[src/rtl/traffic_seq_ctrl_if.sv]
// Register file write bus between the phase sequencer and the master register file,
// plus the serial transmitter busy flag that paces lamp-update frames.
interface traffic_seq_ctrl_if;
    logic [7:0] rf_addr;
    logic       rf_wen;
    logic [7:0] rf_data;
    logic       tx_busy;

    modport master (
        output rf_addr,
        output rf_wen,
        output rf_data,
        input  tx_busy
    );

    modport slave (
        input  rf_addr,
        input  rf_wen,
        input  rf_data,
        output tx_busy
    );
endinterface

[src/rtl/traffic_seq_ctrl.sv]
// Phase sequencer: walks the NS/EW light schedule and sends one lamp-update frame per light
// through the register file write bus. Define TRAFFIC_ALL_RED_EN for all-red clearance phases.
module traffic_seq_ctrl #(
    parameter logic [15:0] GREEN_CYC  = 16'd40,
    parameter logic [15:0] YELLOW_CYC = 16'd8,
    parameter logic [15:0] ALLRED_CYC = 16'd4,
    parameter logic [1:0]  LIGHT_NS   = 2'd0,
    parameter logic [1:0]  LIGHT_EW   = 2'd1
) (
    input  logic               clk,
    input  logic               n_rst,
    input  logic               enable,
    traffic_seq_ctrl_if.master bus,
    output logic [2:0]         phase,
    output logic               phase_start,
    output logic               active
);

    localparam logic [2:0] LampR = 3'b100;
    localparam logic [2:0] LampY = 3'b010;
    localparam logic [2:0] LampG = 3'b001;

    localparam logic [7:0] AddrGo   = 8'h00;
    localparam logic [7:0] AddrCmd  = 8'h01;
    localparam logic [7:0] AddrDest = 8'h02;
    localparam logic [7:0] AddrLamp = 8'h03;

`ifdef TRAFFIC_ALL_RED_EN
    localparam logic [2:0] LastPhase = 3'd5;
`else
    localparam logic [2:0] LastPhase = 3'd3;
    logic unused_allred;
    assign unused_allred = ^ALLRED_CYC;
`endif

    typedef enum logic [2:0] {
        StIdle,
        StWCmd,
        StWAddr,
        StWData,
        StWGo,
        StWClr,
        StWaitTx,
        StHold
    } state_e;

    state_e      state_q;
    logic        light_ew_q;
    logic        tx_min_done_q;
    logic [15:0] hold_cnt_q;
    logic [2:0]  phase_q;
    logic        phase_start_q;
    logic        active_q;
    logic [7:0]  rf_addr_q;
    logic        rf_wen_q;
    logic [7:0]  rf_data_q;

    logic [1:0]  cur_light;
    logic [2:0]  next_phase;

    function automatic logic [2:0] lamp_of(input logic [2:0] ph, input logic ew);
        logic [2:0] lamp;
`ifdef TRAFFIC_ALL_RED_EN
        case (ph)
            3'd0:    lamp = ew ? LampR : LampG;
            3'd1:    lamp = ew ? LampR : LampY;
            3'd3:    lamp = ew ? LampG : LampR;
            3'd4:    lamp = ew ? LampY : LampR;
            default: lamp = LampR;
        endcase
`else
        case (ph)
            3'd0:    lamp = ew ? LampR : LampG;
            3'd1:    lamp = ew ? LampR : LampY;
            3'd2:    lamp = ew ? LampG : LampR;
            default: lamp = ew ? LampY : LampR;
        endcase
`endif
        return lamp;
    endfunction

    // Returns the hold length minus one; a programmed length of 0 is treated as 1.
    function automatic logic [15:0] hold_len_m1(input logic [2:0] ph);
        logic [15:0] len;
`ifdef TRAFFIC_ALL_RED_EN
        case (ph)
            3'd0, 3'd3: len = GREEN_CYC;
            3'd1, 3'd4: len = YELLOW_CYC;
            default:    len = ALLRED_CYC;
        endcase
`else
        case (ph)
            3'd0, 3'd2: len = GREEN_CYC;
            default:    len = YELLOW_CYC;
        endcase
`endif
        return (len == 16'd0) ? 16'd0 : len - 16'd1;
    endfunction

    assign cur_light  = light_ew_q ? LIGHT_EW : LIGHT_NS;
    assign next_phase = (phase_q == LastPhase) ? 3'd0 : phase_q + 3'd1;

    always_ff @(posedge clk or negedge n_rst) begin
        if (!n_rst) begin
            state_q       <= StIdle;
            light_ew_q    <= 1'b0;
            tx_min_done_q <= 1'b0;
            hold_cnt_q    <= 16'd0;
            phase_q       <= 3'd0;
            phase_start_q <= 1'b0;
            active_q      <= 1'b0;
            rf_addr_q     <= 8'h00;
            rf_wen_q      <= 1'b0;
            rf_data_q     <= 8'h00;
        end else begin
            // Outputs are registered with the state they belong to; idle values by default.
            rf_addr_q     <= 8'h00;
            rf_wen_q      <= 1'b0;
            rf_data_q     <= 8'h00;
            phase_start_q <= 1'b0;
            case (state_q)
                StIdle: begin
                    if (enable) begin
                        state_q    <= StWCmd;
                        light_ew_q <= 1'b0;
                        active_q   <= 1'b1;
                        rf_wen_q   <= 1'b1;
                        rf_addr_q  <= AddrCmd;
                        rf_data_q  <= 8'h01;
                    end
                end
                StWCmd: begin
                    state_q   <= StWAddr;
                    rf_wen_q  <= 1'b1;
                    rf_addr_q <= AddrDest;
                    rf_data_q <= {6'b0, cur_light};
                end
                StWAddr: begin
                    state_q   <= StWData;
                    rf_wen_q  <= 1'b1;
                    rf_addr_q <= AddrLamp;
                    rf_data_q <= {5'b0, lamp_of(phase_q, light_ew_q)};
                end
                StWData: begin
                    state_q   <= StWGo;
                    rf_wen_q  <= 1'b1;
                    rf_addr_q <= AddrGo;
                    rf_data_q <= 8'h01;
                end
                StWGo: begin
                    // Clearing the go register re-arms the transmitter start edge detector.
                    state_q   <= StWClr;
                    rf_wen_q  <= 1'b1;
                    rf_addr_q <= AddrGo;
                    rf_data_q <= 8'h00;
                end
                StWClr: begin
                    state_q       <= StWaitTx;
                    tx_min_done_q <= 1'b0;
                end
                StWaitTx: begin
                    // Two-cycle floor covers the transmitter's latency in raising tx_busy.
                    if (tx_min_done_q && !bus.tx_busy) begin
                        if (!light_ew_q) begin
                            state_q    <= StWCmd;
                            light_ew_q <= 1'b1;
                            rf_wen_q   <= 1'b1;
                            rf_addr_q  <= AddrCmd;
                            rf_data_q  <= 8'h01;
                        end else begin
                            state_q       <= StHold;
                            hold_cnt_q    <= hold_len_m1(phase_q);
                            phase_start_q <= 1'b1;
                        end
                    end else begin
                        tx_min_done_q <= 1'b1;
                    end
                end
                StHold: begin
                    if (hold_cnt_q == 16'd0) begin
                        phase_q <= next_phase;
                        if (enable) begin
                            state_q    <= StWCmd;
                            light_ew_q <= 1'b0;
                            rf_wen_q   <= 1'b1;
                            rf_addr_q  <= AddrCmd;
                            rf_data_q  <= 8'h01;
                        end else begin
                            state_q  <= StIdle;
                            active_q <= 1'b0;
                        end
                    end else begin
                        hold_cnt_q <= hold_cnt_q - 16'd1;
                    end
                end
                default: begin
                    state_q  <= StIdle;
                    active_q <= 1'b0;
                end
            endcase
        end
    end

    assign bus.rf_addr = rf_addr_q;
    assign bus.rf_wen  = rf_wen_q;
    assign bus.rf_data = rf_data_q;
    assign phase       = phase_q;
    assign phase_start = phase_start_q;
    assign active      = active_q;

endmodule

[src/flat_wrapper.sv]
// flat-port wrapper written by rule: the top's interface ports become plain ports
module traffic_seq_ctrl_flat 
#(
    parameter logic [15:0] GREEN_CYC  = 16'd40,
    parameter logic [15:0] YELLOW_CYC = 16'd8,
    parameter logic [15:0] ALLRED_CYC = 16'd4,
    parameter logic [1:0]  LIGHT_NS   = 2'd0,
    parameter logic [1:0]  LIGHT_EW   = 2'd1
)
  (clk, n_rst, enable, phase, phase_start, active, bus_rf_addr, bus_rf_wen, bus_rf_data, bus_tx_busy);
  traffic_seq_ctrl_if bus_i ();
  input  logic clk;
  input  logic n_rst;
  input  logic enable;
  output logic [2:0] phase;
  output logic phase_start;
  output logic active;
  output wire logic [$bits(bus_i.rf_addr)-1:0] bus_rf_addr;
  output wire logic [$bits(bus_i.rf_wen)-1:0] bus_rf_wen;
  output wire logic [$bits(bus_i.rf_data)-1:0] bus_rf_data;
  input wire logic [$bits(bus_i.tx_busy)-1:0] bus_tx_busy;
  assign bus_rf_addr = bus_i.rf_addr;
  assign bus_rf_wen = bus_i.rf_wen;
  assign bus_rf_data = bus_i.rf_data;
  assign bus_i.tx_busy = bus_tx_busy;
  traffic_seq_ctrl #(.GREEN_CYC(GREEN_CYC), .YELLOW_CYC(YELLOW_CYC), .ALLRED_CYC(ALLRED_CYC), .LIGHT_NS(LIGHT_NS), .LIGHT_EW(LIGHT_EW)) u_core (.clk(clk), .n_rst(n_rst), .enable(enable), .bus(bus_i), .phase(phase), .phase_start(phase_start), .active(active));
endmodule
[config.mk]
export PLATFORM = sky130hd
export DESIGN_NAME = traffic_seq_ctrl_flat
export DESIGN_NICKNAME = d
export VERILOG_FILES = /design/src/rtl/traffic_seq_ctrl_if.sv /design/src/rtl/traffic_seq_ctrl.sv /design/src/flat_wrapper.sv
export SDC_FILE = /design/constraint.sdc
export NUM_CORES = 1
export LEC_CHECK = 0
export ABC_CLOCK_PERIOD_IN_PS = 2210
export CORE_MARGIN = 5
export CORE_UTILIZATION = 49
export CTS_CLUSTER_DIAMETER = 40
export DETAILED_ROUTE_END_ITERATION = 10
export PLACE_DENSITY = 0.85
export SETUP_SLACK_MARGIN = 0.02
export SLEW_MARGIN = 20
export SYNTH_ARGS = -nofsm -noshare
export SYNTH_HDL_FRONTEND = slang
export SYNTH_SLANG_ARGS = --single-unit
[constraint.sdc]
create_clock -name clk -period 2.21 [get_ports clk]
set_input_delay 0.442 -clock clk [delete_from_list [all_inputs] [get_ports clk]]
set_output_delay 0.442 -clock clk [all_outputs]
set_load 0.02 [all_outputs]
[Word-level counts from Yosys, hierarchy flattened]
Cells that the tools add are included.
Storage, ports and cells
  register bits after elaboration: 43
  input bits: 4
  output and inout port bits: 22
  word-level logic and storage cells: 94
Cells by class
  add/subtract/negate cells: 3
  eq/ne operators: 17
  muxes and demuxes: 46
  reduce and logical (&&, ||, !) cells: 18
Operator list (number)
  $mux W16: 7
  $pmux W8 S6: 1
  $pmux W8 S5: 1
  $logic_not A16 Y1: 2
  $pmux W16 S2: 1
  $sub A16 B1 Y16 const B: 2
  $mux W3: 9
  $pmux W3 S8: 1
  $mux W1: 18
  $mux W8: 2
  $eq A3 B2 Y1 const B: 4
  $eq A3 B3 Y1 const B: 4
  $pmux W3 S3: 1
  $ne A2 B2 Y1 const B: 4
  $reduce_and A4 Y1: 2
  $eq A3 B1 Y1 const B: 2
  $logic_not A3 Y1: 2
  $mux W6: 1
  $ne A2 B1 Y1 const B: 3
  $reduce_and A3 Y1: 2
  $reduce_bool A2 Y1: 3
  $pmux W1 S2: 2
  $pmux W1 S4: 1
  $reduce_and A2 Y1: 2
  7 further kinds: 7

[Longest topological paths before layout]
  word-level depth: 11
  mapped depth: 7
  mapped depth without buffers: 6

[Worst setup path after synthesis]
OpenSTA, ideal clock, no wires.
  path kind: reg2reg
  start: register u_core.hold_cnt_q[0]
  end: register u_core.hold_cnt_q[14]
  library setup time: 0.078 ns
  arrival time: 2.206 ns
  data required time: 2.132 ns
  slack: -0.074 ns
  stages on the path, launching flop included: 7
  path buffers: 0
  clock period less this slack: 2.284 ns
  cells stage by stage: dfrtp_1 inv_1 ha_1 or4b_1 or4_4 or4_1 a21oi_1
Between the ends
  cells in the longest elaborated chain, start to end: 3
Ends and longest elaborated chain
  start: declaration: RTL line traffic_seq_ctrl.sv:50  | logic [15:0] hold_cnt_q;
  start signal: assignment: RTL line traffic_seq_ctrl.sv:172  | hold_cnt_q <= hold_len_m1(phase_q);
  start signal: assignment: RTL line traffic_seq_ctrl.sv:193  | hold_cnt_q <= hold_cnt_q - 16'd1;
  $sub A16 B1 Y16 or $logic_not A16 Y1 (tied branches): RTL line traffic_seq_ctrl.sv:193, traffic_seq_ctrl.sv:180
  $mux W16 or $ne A2 B2 Y1 (tied branches)
  $pmux W16 S2 or $reduce_and A4 Y1 (tied branches)
Several ways; a longest one is shown, not always the timed one. The select of a mux whose other input is x is not followed.
A chain may end at the register's enable or synchronous reset.

[Worst setup path in the final report]
Same ends and word-level chain as after synthesis.

==> key figures <==
Layout
  • Area Growth Syn to Fin: 20.5%
  • Final core occ: 0.617
  • # nets final: about 250
  • Non-filler cells, final: just under 300
  • Fill cells: 314
  • Share of cells above drive strength 1: 0.163
  • Diode count: 0

Pwr
  • Leak: ~1 nW
  • Max IR drop VDD: 0.524 mV
  • Sequential share of power: 0.407
  • Power per cell area: 952 mW/mm²
  • P_sw: 790 µW
  • Int Power: 1.39 mW
  • Logic pwr share: 0.380
  • Clk pwr share: 0.214
  • Switching Share: 0.362

Timing
  • Worst Tran Pin Value: 0.537 ns
  • Setup TNS: 0 ns
  • Final Slew Violations: 0
  • Min Tclk post-route: 2.19 ns
  • Clock Skew: 0.00613 ns
  • Final Cycle Share: 0.991
  • Setup violations, final: 0
  • Worst slew margin: 0.639
  • F_max: between 400 and 500 MHz
  • Unrepaired setup endpoints after global routing: yes
  • Fin Hold WS: 0.514 ns
  • Final hold violations: 0

Global routing
  • Global-route wire length before repair: 7150 µm
  • Pin count of the biggest net entering global routing: 33
  • Vias in the first global route: ~1.5k
  • Initial antenna violation count: 0
  • Gr ovfl total: 0
  • GRT Total Usage: 0.177

Clock network
  • Reg clk slew, reported paths: around 0.07 ns
  • CTS Sinks: 32
  • H-tree depth: 2
  • # hold bufs at CTS: 0
  • Clk buf depth: 2
  • Cts bufs inserted: 5
  • Clk root buf: clkbuf_8
  • Worst-Skew Late Latency: 0.29 ns
  • CTS tree: built

Worst setup path
  • Reg2reg start: u_core.hold_cnt_q[0]$_DFFE_PN0P_
  • Critical path class: flip-flop to flip-flop
  • CP required: about 2.4 ns
  • CP arrival: 2.40 ns
  • Crit path max-delay cell type: or4b_4
  • Top cell by count, worst path: or4_4
  • Max Fanout on Critical Path: 5
  • WP buf/inv: 1
  • Cell family with most CP delay: simple AND/OR/NAND/NOR gates
  • Crit path cell chain: inv_1 > ha_2 > or4b_4 > or4_4 > or4_4 > a21oi_2
  • Crit path launch: u_core.hold_cnt_q[0]$_DFFE_PN0P_
  • Crit-path max cell delay: roughly 0.47 ns
  • Startpoint Class: flip-flop
  • Setup crit end kind: flip-flop

Yosys
  • Cell area after synthesis: 0.00190 mm²
  • Top cell type's share of synthesized area: 0.421
  • Cells after Synth: 212
  • Count of cell types in the netlist: 43
  • Yosys reg bits: 32
  • Yosys Warn Count: 0
  • Cell taking the most area after synthesis: dfrtp_1
  • Area contributors post-synth: dfrtp_1, a21oi_1, buf_4, ha_1, nor2_1
  • Avg Cell Area, Syn: 8.98 µm²
  • Sequential share of the synthesized area: 0.421

Routing
  • Via count: ~1.7k
  • Wire length per cell: between 10 and 15 µm
  • Remaining antenna violation count: 0
  • DR pass1 iterations: 4
  • # DRC: 0
  • Iter 0 DRT Violations: 66
  • Detailed Route WL: 4320 µm
  • Vias per Instance: 5.70

Floorplanning
  • Die W: 72.3 µm
  • Starting Density: 0.512
  • IO Count: 26
  • Site row count: 22
  • Die footprint: between 0.005 and 0.006 mm²
  • Die height: 72.3 µm
  • Core area: 0.00372 mm²

Status
  • Outcome: finished clean

Hold path
  • HP Start: u_core.hold_cnt_q[8]$_DFFE_PN0P_
  • Min-delay worst type: flip-flop to flip-flop

Placed design
  • Cells after DPL: 284
  • Routability Congestion: just over 0.8
  • IO Port Bufs: 14
  • Hpwl dp: just over 3000 µm

Flow run
  • Max-cap violations: 0
[flip-flops by register name, summed over array words and instances, names as in the netlist]
| name | count |
|---|---|
| u_core.light_ew_q | 1 |
| u_core.phase | 3 |
| u_core.state_q | 3 |
| u_core.bus.rf_data | 3 |
| u_core.bus.rf_wen | 1 |
| u_core.active | 1 |
| u_core.tx_min_done_q | 1 |
| u_core.phase_start | 1 |
| u_core.hold_cnt_q | 16 |
| u_core.bus.rf_addr | 2 |
[power groups by stage]
| stage | Combinational (mW) | Sequential, mW | Clock, mW |
|---|---|---|---|
| 4_1_cts | 0.794 | 0.887 | 0.473 |
| 5_1_grt | 0.921 | 0.914 | 0.498 |
| 3_3_place_gp | 0.763 | 0.881 | 0 |
| 2_1_floorplan | 0.508 | 0.895 | 0 |
| 6_report | 0.828 | 0.887 | 0.467 |
| 3_5_place_dp | 0.789 | 0.894 | 0 |
[cell usage after synthesis (all sizes together)]
cell type	n
a211oi	2
a21boi	1
a21oi	21
a22o	1
a22oi	2
a311oi	1
a31oi	4
and2	2
and3	2
and3b	2
buf	13
clkbuf	9
conb	1
dfrtp	32
ha	5
inv	12
mux2i	4
nand2	15
nand2b	4
nand3	5
nand4b	2
nor2	16
nor3	5
nor3b	2
nor4	7
nor4b	1
o2111ai	1
o211ai	3
o21a	5
o21ai	7
o21bai	1
o221ai	1
o31ai	4
o41ai	1
or3	6
or4	8
or4b	3
xnor2	1
[final cells by class]
type / count / area, µm² / area share
sequential: 32 / 801 / 0.349
timing repair buffer: 37 / 313 / 0.136
multi-input combinational: 156 / 985 / 0.429
tap: 48 / 60.1 / 0.0262
inverter: 12 / 45.0 / 0.0196
clock buffer: 8 / 90.1 / 0.0393
[path summary, 6_finish.rpt]
kind | endpoint | slack [ns] | cells past startpoint
min reg2reg | u_core.hold_cnt_q[8]$_DFFE_PN0P_ | 0.51 | 1
max reg2reg | u_core.hold_cnt_q[14]$_DFFE_PN0P_ | 0.02 | 6
min in group asynchronous | u_core.bus.rf_addr[1]$_DFF_PN0_ | 0.56 | 2
max in group asynchronous | u_core.hold_cnt_q[3]$_DFFE_PN0P_ | 1.36 | 2
max | u_core.hold_cnt_q[14]$_DFFE_PN0P_ | 0.02 | 6
min | u_core.hold_cnt_q[8]$_DFFE_PN0P_ | 0.51 | 1
[cells by family (layout without fill, tap and decap cells)]
family / Yosys count / in the layout / share of synthesized area
buf+inv: 34 / 57 / 0.0927
fa+ha+maj: 5 / 5 / 0.0329
other cells: 1 / 11 / 0.00197
compound gates: 55 / 55 / 0.181
mux: 4 / 4 / 0.0210
xor+xnor: 1 / 1 / 0.00460
flops: 32 / 32 / 0.421
simple gates: 80 / 80 / 0.245
[placed cells by master (no fill, tap or decap), types with 6 or more instances in the layout]
cell / instances
a21oi_1: 19
clkbuf_8: 6
dfrtp_1: 32
conb_1: 11
nand2_1: 15
or3_1: 6
clkdlybuf4s50_1: 14
buf_4: 23
nor2_1: 16
inv_1: 12
o21ai_0: 7
[stage by stage]
stage | worst slack, ns | power [mW] | cell area, µm²
floorplan | -0.0138 | 1.40 | 1950
global placement | 0.0671 | 1.64 | 2180
detailed placement | 0.00351 | 1.68 | 2180
CTS | 0.0421 | 2.15 | 2270
global route | -0.0326 | 2.33 | 2290
finish | 0.0206 | 2.18 | 2290
[repair_timing]
item	CTS	global route
resized for setup	0	4
pin swaps	1	0
buffers inserted	0	1
setup endpoints to repair	2	7
[metal layers]
| metal | vias to the layer above | share of wire | track usage |
|---|---|---|---|
| li1 | 808 | - | - |
| met1 | 798 | 0.44 | 0.221 |
| met2 | 54 | 0.49 | 0.292 |
| met3 | 9 | 0.050 | 0.0416 |
| met4 | 0 | 0.022 | 0.0772 |
| met5 | - | 0 | 0 |
Note: power is estimated with default switching activity, not from simulation.
